==> src/rtl/aclk_time_counter.sv <==
// 24-hour BCD HH:MM time-of-day counter driven by minute ticks, with validated loads.
// Optional seconds counter enabled by defining ACLK_TCNT_SECONDS_EN.
module aclk_time_counter #(
    parameter logic [7:0] RST_HH = 8'h00,
    parameter logic [7:0] RST_MM = 8'h00
) (
    input  logic       clk,
    input  logic       reset,
    input  logic       one_minute,
    input  logic       one_second,
    input  logic       load_time,
    input  logic [3:0] new_h1,
    input  logic [3:0] new_h0,
    input  logic [3:0] new_m1,
    input  logic [3:0] new_m0,
    output logic       reset_count,
    output logic [3:0] cur_h1,
    output logic [3:0] cur_h0,
    output logic [3:0] cur_m1,
    output logic [3:0] cur_m0,
    output logic [3:0] cur_s1,
    output logic [3:0] cur_s0,
    output logic       load_err,
    output logic       day_tick
);

    logic       load_ok;
    logic [3:0] n_h1, n_h0, n_m1, n_m0;
    logic       n_rc, n_le, n_dt;

    always_comb begin
        load_ok = (new_h1 <= 4'd2) && (new_h0 <= 4'd9) &&
                  (new_m1 <= 4'd5) && (new_m0 <= 4'd9) &&
                  !((new_h1 == 4'd2) && (new_h0 > 4'd3));
    end

`ifdef ACLK_TCNT_SECONDS_EN
    logic [3:0] s1, s0, n_s1, n_s0;
    assign cur_s1 = s1;
    assign cur_s0 = s0;
`else
    assign cur_s1 = 4'd0;
    assign cur_s0 = 4'd0;
`endif

    always_comb begin
        n_h1 = cur_h1;
        n_h0 = cur_h0;
        n_m1 = cur_m1;
        n_m0 = cur_m0;
        n_rc = 1'b0;
        n_le = 1'b0;
        n_dt = 1'b0;
`ifdef ACLK_TCNT_SECONDS_EN
        n_s1 = s1;
        n_s0 = s0;
`endif
        if (load_time && load_ok) begin
            // Accepted load wins over a coincident minute tick
            n_h1 = new_h1;
            n_h0 = new_h0;
            n_m1 = new_m1;
            n_m0 = new_m0;
            n_rc = 1'b1;
`ifdef ACLK_TCNT_SECONDS_EN
            n_s1 = 4'd0;
            n_s0 = 4'd0;
`endif
        end else begin
            n_le = load_time;
            if (one_minute) begin
`ifdef ACLK_TCNT_SECONDS_EN
                n_s1 = 4'd0;
                n_s0 = 4'd0;
`endif
                if (cur_m0 != 4'd9) begin
                    n_m0 = cur_m0 + 4'd1;
                end else begin
                    n_m0 = 4'd0;
                    if (cur_m1 != 4'd5) begin
                        n_m1 = cur_m1 + 4'd1;
                    end else begin
                        n_m1 = 4'd0;
                        if (cur_h1 == 4'd2 && cur_h0 == 4'd3) begin
                            n_h1 = 4'd0;
                            n_h0 = 4'd0;
                            n_dt = 1'b1;
                        end else if (cur_h0 == 4'd9) begin
                            n_h0 = 4'd0;
                            n_h1 = cur_h1 + 4'd1;
                        end else begin
                            n_h0 = cur_h0 + 4'd1;
                        end
                    end
                end
            end
`ifdef ACLK_TCNT_SECONDS_EN
            else if (one_second) begin
                if (s0 != 4'd9) begin
                    n_s0 = s0 + 4'd1;
                end else begin
                    n_s0 = 4'd0;
                    n_s1 = (s1 == 4'd5) ? 4'd0 : s1 + 4'd1;
                end
            end
`endif
        end
    end

    always_ff @(posedge clk or posedge reset) begin
        if (reset) begin
            cur_h1      <= RST_HH[7:4];
            cur_h0      <= RST_HH[3:0];
            cur_m1      <= RST_MM[7:4];
            cur_m0      <= RST_MM[3:0];
            reset_count <= 1'b0;
            load_err    <= 1'b0;
            day_tick    <= 1'b0;
        end else begin
            cur_h1      <= n_h1;
            cur_h0      <= n_h0;
            cur_m1      <= n_m1;
            cur_m0      <= n_m0;
            reset_count <= n_rc;
            load_err    <= n_le;
            day_tick    <= n_dt;
        end
    end

`ifdef ACLK_TCNT_SECONDS_EN
    always_ff @(posedge clk or posedge reset) begin
        if (reset) begin
            s1 <= 4'd0;
            s0 <= 4'd0;
        end else begin
            s1 <= n_s1;
            s0 <= n_s0;
        end
    end
`endif

endmodule

==> config.mk <==
export PLATFORM = sky130hd
export DESIGN_NAME = aclk_time_counter
export DESIGN_NICKNAME = d
export VERILOG_FILES = /design/src/rtl/aclk_time_counter.sv
export SDC_FILE = /design/constraint.sdc
export NUM_CORES = 1
export LEC_CHECK = 0
export ABC_AREA = 1
export BUFFER_PORTS_ARGS = -buffer_cell sky130_fd_sc_hd__buf_2
export CORE_MARGIN = 2
export CORE_UTILIZATION = 30
export CTS_CLUSTER_DIAMETER = 100
export DETAILED_ROUTE_END_ITERATION = 7
export PLACE_DENSITY = 0.52
export SYNTH_ARGS = -nofsm -noshare
export SYNTH_HDL_FRONTEND = slang
export SYNTH_SLANG_ARGS = --single-unit
==> constraint.sdc <==
create_clock -name clk -period 2.7 [get_ports clk]
set_input_delay 0 -clock clk [delete_from_list [all_inputs] [get_ports clk]]
set_output_delay 0 -clock clk [all_outputs]
set_load 0.01 [all_outputs]
==> summary.md <==
| Metric | Value |
|---|---|
| Post-Synthesis Cells | 176 |
| Logic depth of the worst register-to-register path | 6 |
| Critical path peak fanout | 18 |
| Launching instance or port of the critical path | new_m0[2] |
| Fill cells | 504 |
| Flop and latch count out of synthesis | 19 |
| Synthesized cell area | 1340 sq um |
| Antenna diodes | 0 |
| Clock transition at path regs | 0.08 ns |
| Max stage delay cell, worst path | dlygate4sd3_1 |
| CP Cell Sequence | dlygate4sd3_1, buf_2, o21ai_1, nand4_4, nand3_1, nand2_2, nand2_1, nand2_1 |
| Share of the yosys chip area belonging to registers | 0.356 |
| Number of unique standard cell types used by synthesis | 25 |
| Worst hold slack | -0.00000677 ns |
| Int Pwr | 0.664 mW |
| Iteration-0 DRC Markers | 80 |
| Power per unit of standard cell area | 680 nW/um^2 |
| First-pass GRT wire length | 5440 microns |
| Site row count | 24 |
| Critical path capture point type | register |
| Effective utilization at floorplan | 0.309 |
| Static leakage | 0.914 nW |
| Antenna violation net count after detailed routing | 0 |
| Critical path data required time | 2.85 ns |
| Slew Limit Fails | 0 |
| Clock buffer depth | 2 |
| Initial antenna violation count | 0 |
| Relative slew slack | 0.482 |
| Clock group share of total power | 0.183 |
| Largest net degree at the start of global routing | 20 |
| Final TNS setup | 0 ns |
| Die area | 5000 sq um |
| Post-detailed-route wirelength per cell | 11.2 microns |
| Total track usage | 0.133 |
| TritonCTS clock tree | built |
| Setup Crit Path Kind | primary input to register |
| Highest ir drop seen on vdd | 0.000259 V |
| Clock latency on the worst-skew pair | 0.26 ns |
| DRC errors left | 0 |
| H-tree level count | 1 |
| Source of the worst hold timing path | new_m0[3] |
| Floorplan Core Area | 4320 sq um |
| Proportion of total power due to net switching | 0.411 |
| Number of gates given a new drive strength after cts | 0 |
| Sw power | 0.463 mW |
| Critical Path Start Type | primary input |
| R2r setup slk | 1.09 ns |
| Final clock period utilization by the worst path | 0.603 |
| Growth of design area from synthesis to finish | 24.1% |
| Number of vias per cell after detailed routing | 4.57 |
| RSZ-0062 raised after global routing | false |
| Violations in the final reports | negative hold slack |
| Layout Nets | 248 |
| Final HPWL from detailed placement | 2290 microns |
| Post-CTS Setup Bufs | 0 |
| Worst R2R End | cur_h1[1] |
| Worst setup path end | cur_h1[1] |
| Final critical path time including I/O delays and setup | 1.63 ns |
| Number of failing hold endpoints at the final stage | 1 |
| Via count of the routed design | 1251 |
| Slew at the pin closest to its max-slew limit | 0.776 ns |
| Reported max-cap violation count | 0 |
| Most frequent standard cell in the layout excluding fill and tap cells | nand2_1 |
| Share of post-route cells with drive strength above 1 | 0.234 |
| Peak per-stage delay on the critical path | 0.53 ns |
| Combinational share of power | 0.397 |
| Fraction of power consumed by sequential logic | 0.420 |
| Tot Pwr | 1.13 mW |
| Reg-to-reg critical path startpoint | cur_h0[0] |
| Worst Hold Class | primary input to register |
| TritonCTS sink count | 19 |
| Highest-count cells in the layout ignoring fill and taps | nand2_1, buf_2, inv_1, nand3_1, dfrtp_1 |
| Per-instance average area after synthesis | 7.59 sq um |
| Result of the run | complete, but fails checks |
| Count of final setup violators | 0 |
| Number of global-route vias before repair | 1238 |
| I/O pins | 48 |
| Signal arrival time at the worst endpoint | 1.78 ns |
| Number of buffers added by the clock tree synthesis step | 3 |
| Yosys warning count | 0 |
| 1st-pass router iterations | 4 |
| Floorplan die width | 70.7 microns |
| Final weighted congestion in routability-driven placement | 0.825 |
| Root Buffer | clkbuf_8 |
| Fmax achieved | 0.614 GHz |
| Number of port buffers | 38 |
| Post-detailed-routing wire length | 3070 microns |
| Overflow after GRT | 0 |
| Cell type with the highest occurrence count on the critical path | nand2_1 |
| Final Skew | 0.00309 ns |
| Die height | 70.7 microns |
## power by group through the flow
stage / clock network, mW / logic (mW) / registers [mW]
2_1_floorplan: 0 / 0.276 / 0.499
3_3_place_gp: 0 / 0.441 / 0.480
3_5_place_dp: 0 / 0.443 / 0.479
4_1_cts: 0.215 / 0.453 / 0.473
5_1_grt: 0.225 / 0.516 / 0.493
6_report: 0.207 / 0.447 / 0.473
## stage by stage
stage / setup slack (ns) / instances / utilization / hold WS, ns / area [sq um]
final: 1.07 / 274 / 0.383 / -0.00000677 / 1660
after global routing: 0.893 / 274 / 0.383 / 0.00691 / 1660
after CTS: 1.07 / 274 / 0.383 / 0.00182 / 1660
after detailed placement: 1.12 / 263 / 0.356 / 0.205 / 1540
after global placement: 1.12 / 263 / 0.356 / 0.197 / 1540
after floorplan: 1.31 / 183 / - / -0.0489 / 1360
## synthesized netlist by cell type, drive strengths merged
cell | count | area, sq um
dfrtp | 19 | 475
inv | 25 | 93.8
ha | 4 | 50.1
buf | 10 | 76.3
o21ai | 9 | 45.0
xnor2 | 3 | 26.3
nand2 | 51 | 201
nand3 | 21 | 110
xor2 | 5 | 43.8
nor3 | 3 | 15.0
nand4 | 8 | 80.1
o211ai | 4 | 30.0
nand3b | 1 | 7.51
conb | 1 | 3.75
a21oi | 1 | 5.00
nor2 | 11 | 71.3
## kinds of logic (layout without fill, tap and decap cells)
family / count (synthesis) / after routing / share of synthesized area
simple gates: 95 / 95 / 0.364
buf+inv: 35 / 74 / 0.127
flops: 19 / 19 / 0.356
compound gates: 14 / 14 / 0.0600
xor+xnor: 8 / 8 / 0.0525
fa+ha+maj: 4 / 4 / 0.0375
other cells: 1 / 8 / 0.00281
## sequential cells by signal, indices dropped and copies added, names as in the netlist
name         count
cur_m0           4
cur_m1           4
day_tick         1
cur_h1           4
reset_count      1
cur_h0           4
load_err         1
## routing by layer
| layer | routed length [microns] | up-vias | GRT usage | share of wire |
|---|---|---|---|---|
| met1 | 1490 | 571 | 0.185 | 0.48 |
| met4 | 38 | 0 | 0.0440 | 0.012 |
| met2 | 1410 | 33 | 0.213 | 0.46 |
| li1 | - | 643 | - | - |
| met5 | 0 | - | 0 | 0 |
| met3 | 135 | 4 | 0.0185 | 0.044 |
## worst max-delay path, delay by kind of cell
kind	cells	cell delay [ns]
buffers and inverters	2	0.66
AO/OA/AOI/OAI	1	0.27
AND/OR/NAND/NOR	5	0.83
## cell type report
| class | count | area (sq um) | share of cell area |
|---|---|---|---|
| sequential | 19 | 475 | 0.287 |
| timing repair buffer | 45 | 260 | 0.157 |
| tap | 52 | 65.1 | 0.0393 |
| clock buffer | 3 | 41.3 | 0.0249 |
| clock inverter | 1 | 5.00 | 0.00302 |
| inverter | 25 | 93.8 | 0.0566 |
| multi-input combinational | 129 | 716 | 0.432 |
## worst min path at each step
stage	depth (start not counted)	slack (ns)	end
2_1_floorplan	1	-0.05	cur_h0[0]
3_3_place_gp	2	0.20	cur_m0[1]
3_5_place_dp	2	0.21	cur_m0[1]
4_1_cts	3	0.002	cur_m0[3]
5_1_grt	3	0.007	cur_m0[3]
6_report	3	-0.000007	cur_m0[3]
## timing repair
action,in CTS,in global routing
setup endpoints to repair,0,0
hold endpoints to repair,25,0
hold buffers,7,0
No activity file was read; power rests on OpenSTA's default activity.
